**src/rtl/laser_dac_spi.sv**
```systemverilog
// Galvo point output stage: serialises X/Y to a dual 12-bit SPI DAC,
// pulses LDAC so both axes move together, drives laser colour and
// blanks the laser when the point stream stalls.
//
// Ports:
//   clk, reset      : clock, synchronous active-high reset
//   pt_x/pt_y       : 12-bit coordinates (DAC channel A / B)
//   pt_rgb          : laser colour {r,g,b}, 1 = on
//   pt_valid/ready  : point handshake
//   dac_csn/sclk/mosi/latchn : DAC serial bus and LDAC
//   laser_rgb       : laser drive, active high
//   wdog_blank      : 1 while the stall watchdog forces the laser off
//   pts_sent        : completed point count, wraps
module laser_dac_spi #(
  parameter int          CLK_DIV  = 2,
  parameter int          CS_GAP   = 2,
  parameter int          LATCH_W  = 2,
  parameter logic        DAC_BUF  = 1'b0,
  parameter logic        DAC_GA_N = 1'b1,
  parameter int          WDOG_CYC = 50000,
  // reset value of pts_sent
  parameter logic [15:0] PTS_RST  = 16'h0000
) (
  input  logic        clk,
  input  logic        reset,
  input  logic [11:0] pt_x,
  input  logic [11:0] pt_y,
  input  logic [2:0]  pt_rgb,
  input  logic        pt_valid,
  output logic        pt_ready,
  output logic        dac_csn,
  output logic        dac_sclk,
  output logic        dac_mosi,
  output logic        dac_latchn,
  output logic [2:0]  laser_rgb,
  output logic        wdog_blank,
  output logic [15:0] pts_sent
);

  localparam logic [2:0] S_IDLE    = 3'd0;
  localparam logic [2:0] S_SHIFT_A = 3'd1;
  localparam logic [2:0] S_GAP_A   = 3'd2;
  localparam logic [2:0] S_SHIFT_B = 3'd3;
  localparam logic [2:0] S_GAP_B   = 3'd4;
  localparam logic [2:0] S_LATCH   = 3'd5;

  localparam int CM0  = (CLK_DIV > CS_GAP) ? CLK_DIV : CS_GAP;
  localparam int CMAX = (CM0 > LATCH_W) ? CM0 : LATCH_W;
  localparam int CW   = $clog2(CMAX + 1);
  localparam int WW   = $clog2(WDOG_CYC + 1);

  localparam logic [CW-1:0] DIV_END = CW'(CLK_DIV - 1);
  localparam logic [CW-1:0] GAP_END = CW'(CS_GAP - 1);
  localparam logic [CW-1:0] LAT_END = CW'(LATCH_W - 1);
  localparam logic [WW-1:0] WD_END  = WW'(WDOG_CYC);

  // frame control nibble: {ch, BUF, GA_n, SHDN_n}
  localparam logic [3:0] HDR_A = {1'b0, DAC_BUF, DAC_GA_N, 1'b1};
  localparam logic [3:0] HDR_B = {1'b1, DAC_BUF, DAC_GA_N, 1'b1};

  logic [2:0]    state_q, state_d;
  logic [CW-1:0] cnt_q, cnt_d;
  logic [3:0]    bit_q, bit_d;
  logic [15:0]   sh_q, sh_d;
  logic [11:0]   y_q, y_d;
  logic [2:0]    rgb_q, rgb_d;
  logic [WW-1:0] wdog_q, wdog_d;
  logic          ready_q, ready_d;
  logic          csn_q, csn_d;
  logic          sclk_q, sclk_d;
  logic          mosi_q, mosi_d;
  logic          latchn_q, latchn_d;
  logic [2:0]    laser_q, laser_d;
  logic          blank_q, blank_d;
  logic [15:0]   pts_q, pts_d;

  logic        accept;
  logic [15:0] frame_a;
  logic [15:0] frame_b;

  assign accept  = pt_valid & ready_q;
  assign frame_a = {HDR_A, pt_x};
  assign frame_b = {HDR_B, y_q};

  always_comb begin
    state_d  = state_q;
    cnt_d    = cnt_q;
    bit_d    = bit_q;
    sh_d     = sh_q;
    y_d      = y_q;
    rgb_d    = rgb_q;
    wdog_d   = wdog_q;
    ready_d  = ready_q;
    csn_d    = csn_q;
    sclk_d   = sclk_q;
    mosi_d   = mosi_q;
    latchn_d = latchn_q;
    laser_d  = laser_q;
    blank_d  = blank_q;
    pts_d    = pts_q;
    unique case (state_q)
      S_IDLE: begin
        if (accept) begin
          // X goes straight into the shifter; Y waits for frame B
          y_d     = pt_y;
          rgb_d   = pt_rgb;
          sh_d    = frame_a;
          mosi_d  = frame_a[15];
          bit_d   = 4'd15;
          cnt_d   = '0;
          csn_d   = 1'b0;
          sclk_d  = 1'b0;
          ready_d = 1'b0;
          wdog_d  = '0;
          state_d = S_SHIFT_A;
        end else if (wdog_q == WD_END) begin
          laser_d = 3'b000;
          blank_d = 1'b1;
        end else begin
          wdog_d = wdog_q + WW'(1);
        end
      end
      S_SHIFT_A, S_SHIFT_B: begin
        if (cnt_q == DIV_END) begin
          cnt_d = '0;
          if (!sclk_q) begin
            sclk_d = 1'b1;
          end else if (bit_q == 4'd0) begin
            sclk_d  = 1'b0;
            csn_d   = 1'b1;
            state_d = (state_q == S_SHIFT_A) ?
                      S_GAP_A : S_GAP_B;
          end else begin
            // next bit presented on the falling edge
            sclk_d = 1'b0;
            bit_d  = bit_q - 4'd1;
            sh_d   = {sh_q[14:0], 1'b0};
            mosi_d = sh_q[14];
          end
        end else begin
          cnt_d = cnt_q + CW'(1);
        end
      end
      S_GAP_A, S_GAP_B: begin
        if (cnt_q == GAP_END) begin
          cnt_d = '0;
          if (state_q == S_GAP_A) begin
            sh_d    = frame_b;
            mosi_d  = frame_b[15];
            bit_d   = 4'd15;
            csn_d   = 1'b0;
            state_d = S_SHIFT_B;
          end else begin
            latchn_d = 1'b0;
            laser_d  = rgb_q;
            blank_d  = 1'b0;
            state_d  = S_LATCH;
          end
        end else begin
          cnt_d = cnt_q + CW'(1);
        end
      end
      S_LATCH: begin
        if (cnt_q == LAT_END) begin
          cnt_d    = '0;
          latchn_d = 1'b1;
          ready_d  = 1'b1;
          pts_d    = pts_q + 16'd1;
          state_d  = S_IDLE;
        end else begin
          cnt_d = cnt_q + CW'(1);
        end
      end
      default: begin
        state_d = S_IDLE;
      end
    endcase
  end

  always_ff @(posedge clk) begin
    if (reset) begin
      state_q  <= S_IDLE;
      cnt_q    <= '0;
      bit_q    <= 4'd0;
      sh_q     <= 16'h0000;
      y_q      <= 12'h000;
      rgb_q    <= 3'b000;
      wdog_q   <= '0;
      ready_q  <= 1'b1;
      csn_q    <= 1'b1;
      sclk_q   <= 1'b0;
      mosi_q   <= 1'b0;
      latchn_q <= 1'b1;
      laser_q  <= 3'b000;
      blank_q  <= 1'b0;
      pts_q    <= PTS_RST;
    end else begin
      state_q  <= state_d;
      cnt_q    <= cnt_d;
      bit_q    <= bit_d;
      sh_q     <= sh_d;
      y_q      <= y_d;
      rgb_q    <= rgb_d;
      wdog_q   <= wdog_d;
      ready_q  <= ready_d;
      csn_q    <= csn_d;
      sclk_q   <= sclk_d;
      mosi_q   <= mosi_d;
      latchn_q <= latchn_d;
      laser_q  <= laser_d;
      blank_q  <= blank_d;
      pts_q    <= pts_d;
    end
  end

  assign pt_ready   = ready_q;
  assign dac_csn    = csn_q;
  assign dac_sclk   = sclk_q;
  assign dac_mosi   = mosi_q;
  assign dac_latchn = latchn_q;
  assign laser_rgb  = laser_q;
  assign wdog_blank = blank_q;
  assign pts_sent   = pts_q;

endmodule
```
**config.mk**
```make
export PLATFORM = sky130hd
export DESIGN_NAME = laser_dac_spi
export DESIGN_NICKNAME = d
export VERILOG_FILES = /design/src/rtl/laser_dac_spi.sv
export SDC_FILE = /design/constraint.sdc
export NUM_CORES = 1
export LEC_CHECK = 0
export ABC_AREA = 1
export BUFFER_PORTS_ARGS = -buffer_cell sky130_fd_sc_hd__buf_2
export CAP_MARGIN = 20
export CORE_MARGIN = 2
export CORE_UTILIZATION = 58
export CTS_CLUSTER_DIAMETER = 50
export DETAILED_ROUTE_END_ITERATION = 10
export PLACE_DENSITY = 0.88
export SYNTH_ARGS = -nofsm -noshare
export SYNTH_HDL_FRONTEND = slang
export SYNTH_SLANG_ARGS = --single-unit
```
**constraint.sdc**
```tcl
create_clock -name clk -period 1.83 [get_ports clk]
set_input_delay 0.183 -clock clk [delete_from_list [all_inputs] [get_ports clk]]
set_output_delay 0.183 -clock clk [all_outputs]
set_load 0.005 [all_outputs]
```
==> reports/metrics.cfg <==
[floorplan]
io_pins=55
die_x_um=88.0
fp.coreArea_um2=6790
dieHeight_um=88.0
initial_core_util=0.602
num_rows=30
dieArea_um2=7740

[logic_synthesis]
synth_nets=677
synth_edf_count=0
synth_cells=643
yosysTopAreaCellShare=0.391
synth_warnings=0
synth_area_leaders=dfxtp_1 (39%), nand2_1 (16%), nor2_1 (11%)
yosysSeqAreaShare=0.391
yosys-top-cells-count=nand2_1 (171), nor2_1 (119), dfxtp_1 (80), inv_1 (74), a21oi_1 (50)
async_flop_share=0
yosysMostFrequentCell=nand2_1
yosys.area.top_type=dfxtp_1
dominantRegCellSynth=dfxtp_1
synth_seq_cells=80
syn_avg_cell_area_um2=6.36
yosysUniqueCellTypes=27
syn_area_um2=4090

[sta]
slew_headroom=0.661
finalSetupViolCount=0
tns_ns=0
period_share=0.936
layout_setup_ws_ns=0.117
fmax_mhz=584
rsz0062_at_grt=false
worstMarginPinSlew_ns=0.507
finalClockSkew_ns=0.00585
hold_viol=0
period_minus_slack_ns=1.71
slew_violations=0

[detailed_routing]
vias_per_cell=5.15
route.vias.total=4122
firstDrtPassIters=6
finalWirelength_mm=9.62
drt_iter0_drc=263
drc=0
drtAntennaViolNets=0
routedWlPerCell_um=12.0

[clock_tree]
cts_buffers=9
clk_latency_ns=0.35
path_clk_slew_ns=0.08
clock_tree.buffer_depth=2
cts_tree=yes
post-cts-setup-buffers=0
cts-htree-levels=3
postCtsHoldBufs=0
cts.sinks=80
root_buffer=clkbuf_8

[layout]
fin_util=0.691
drive_gt1_frac=0.145
area_delta_synth_final_pct=14.7
n_antenna_cell=0
postLayoutCellArea_um2=4690
nets=734

[worst_hold_path]
min_to=rgb_q[2]
holdCritStartpoint=pt_rgb[2]
min-delay-path-class=primary input to register
hold_depth=3

[worst_setup_path]
cp_cell_sequence=inv_2, nor2_1, nand3_2, inv_4, nand4_1, nor2_1, nand2_1, nand2_1, nor2_1
end_kind=register
crit_type=register to register
critPathBufInv=2
critPathMaxFanout=12
cpMostUsedCell=nor2_1
worstRegToRegCells=9
max_stage_delay_ns=0.41
r2r_slack_ns=0.12
critPathArrivalTime_ns=1.97
startpoint=state_q[2]
r2r_end=pts_sent[13]
startpoint_type=register
cp.required_ns=2.09
crit_slowest_cell=dfxtp_1
rr_startpoint=state_q[2]
path_delay_family=simple AND/OR/NAND/NOR gates

[power]
p_clk_frac=0.208
combPwrFrac=0.449
p_total_w=0.00675
power.switching_w=0.00285
p_int_w=0.00389
peakVddDrop_mv=0.788
powerDensity_nw_per_um2=1440
power_switching_share=0.423
seq_power_share=0.343
leakage_nw=2.15

[grt]
grt_pass1_wl_mm=16.0
gr-usage-met2=0.429
grt_pass1_vias=3801
grt.busiest_layer=met2
grt-ovfl-total=0
grt_max_degree=51
grt_use_met1=0.340
antenna_found_initial=0
use_met3=0.0349
grt_use_total=0.257

[placed_design]
place_hpwl_mm=6.71
dp_slack_ns=0.139
placed_area_um2=4470
portBuffers=54
gp_congestion=0.858

[status]
run_status=finished, final reports clean

[job]
drv_cap=0

[power by group through the flow]
stage	clock network, W	registers, W	logic (W)
finish	0.00141	0.00231	0.00303
global route	0.00147	0.00236	0.00344
CTS	0.00141	0.00231	0.00299
detailed placement	0	0.00234	0.00296
global placement	0	0.00233	0.00280
floorplan	0	0.00231	0.00236
[worst max-delay path by stage]
stage | end | cells after the start
finish | pts_sent[13] | 9
global route | pts_sent[13] | 9
CTS | pts_sent[13] | 9
detailed placement | state_q[2] | 9
global placement | state_q[2] | 9
floorplan | bit_q[3] | 10
[area by class of cell]
cell class                 instances  area (um2)
tap                               96         120
multi-input combinational        464        2070
timing repair buffer              66         385
inverter                          79         299
sequential                        80        1600
clock inverter                     6        83.8
clock buffer                      10         128
fill                             579        2100
[layout by cell type, fill, tap and decap left out, types with 3 or more instances in the layout]
master,netlist,routed
inv_2,5,4
buf_2,5,54
nor3_1,10,10
inv_1,74,74
nand3_1,33,33
nor2_1,119,118
nand4_1,9,9
nand2_2,7,8
nand2_1,171,170
ha_1,4,4
o21ai_0,42,42
clkinv_2,0,3
a21oi_1,50,50
xor2_1,7,7
dfxtp_1,80,78
buf_4,5,10
clkbuf_8,0,9
[per-stage QoR]
stage	cells	hold slack [ns]
floorplan	643	0.252
global placement	785	0.416
detailed placement	785	0.426
CTS	801	0.0864
global route	801	0.0971
finish	801	0.0824
[kinds of logic (layout without fill, tap and decap cells)]
logic type	after synthesis	after routing	synth area share
flops	80	80	0.391
xor+xnor	9	9	0.0193
fa+ha+maj	4	4	0.0122
buf+inv	99	161	0.103
compound gates	95	95	0.118
simple gates	356	356	0.356
[repair_timing]
action,CTS,global route
setup endpoints to repair,0,26
gates resized for setup,0,5
endpoints found under the hold margin,0,0
[registers in the layout, summed over array words and instances (netlist names)]
name        flops
pt_ready        1
dac_csn         1
dac_latchn      1
y_q            12
pts_sent       16
rgb_q           3
cnt_q           2
state_q         3
dac_sclk        1
wdog_q         16
bit_q           4
laser_rgb       3
wdog_blank      1
dac_mosi        1
sh_q           15
[per-layer routing]
layer | vias to the layer above | wire (um)
met4 | 0 | 127
met2 | 147 | 4460
met3 | 13 | 565
met1 | 1835 | 4460
met5 | - | 0
li1 | 2127 | -
[tightest hold or removal path: cells and delay by family]
kind	cells	cell delay (ns)
buf+inv	1	0.10
simple gates	1	0.05
compound gates	1	0.05
Power figures use the tool's default switching activity.
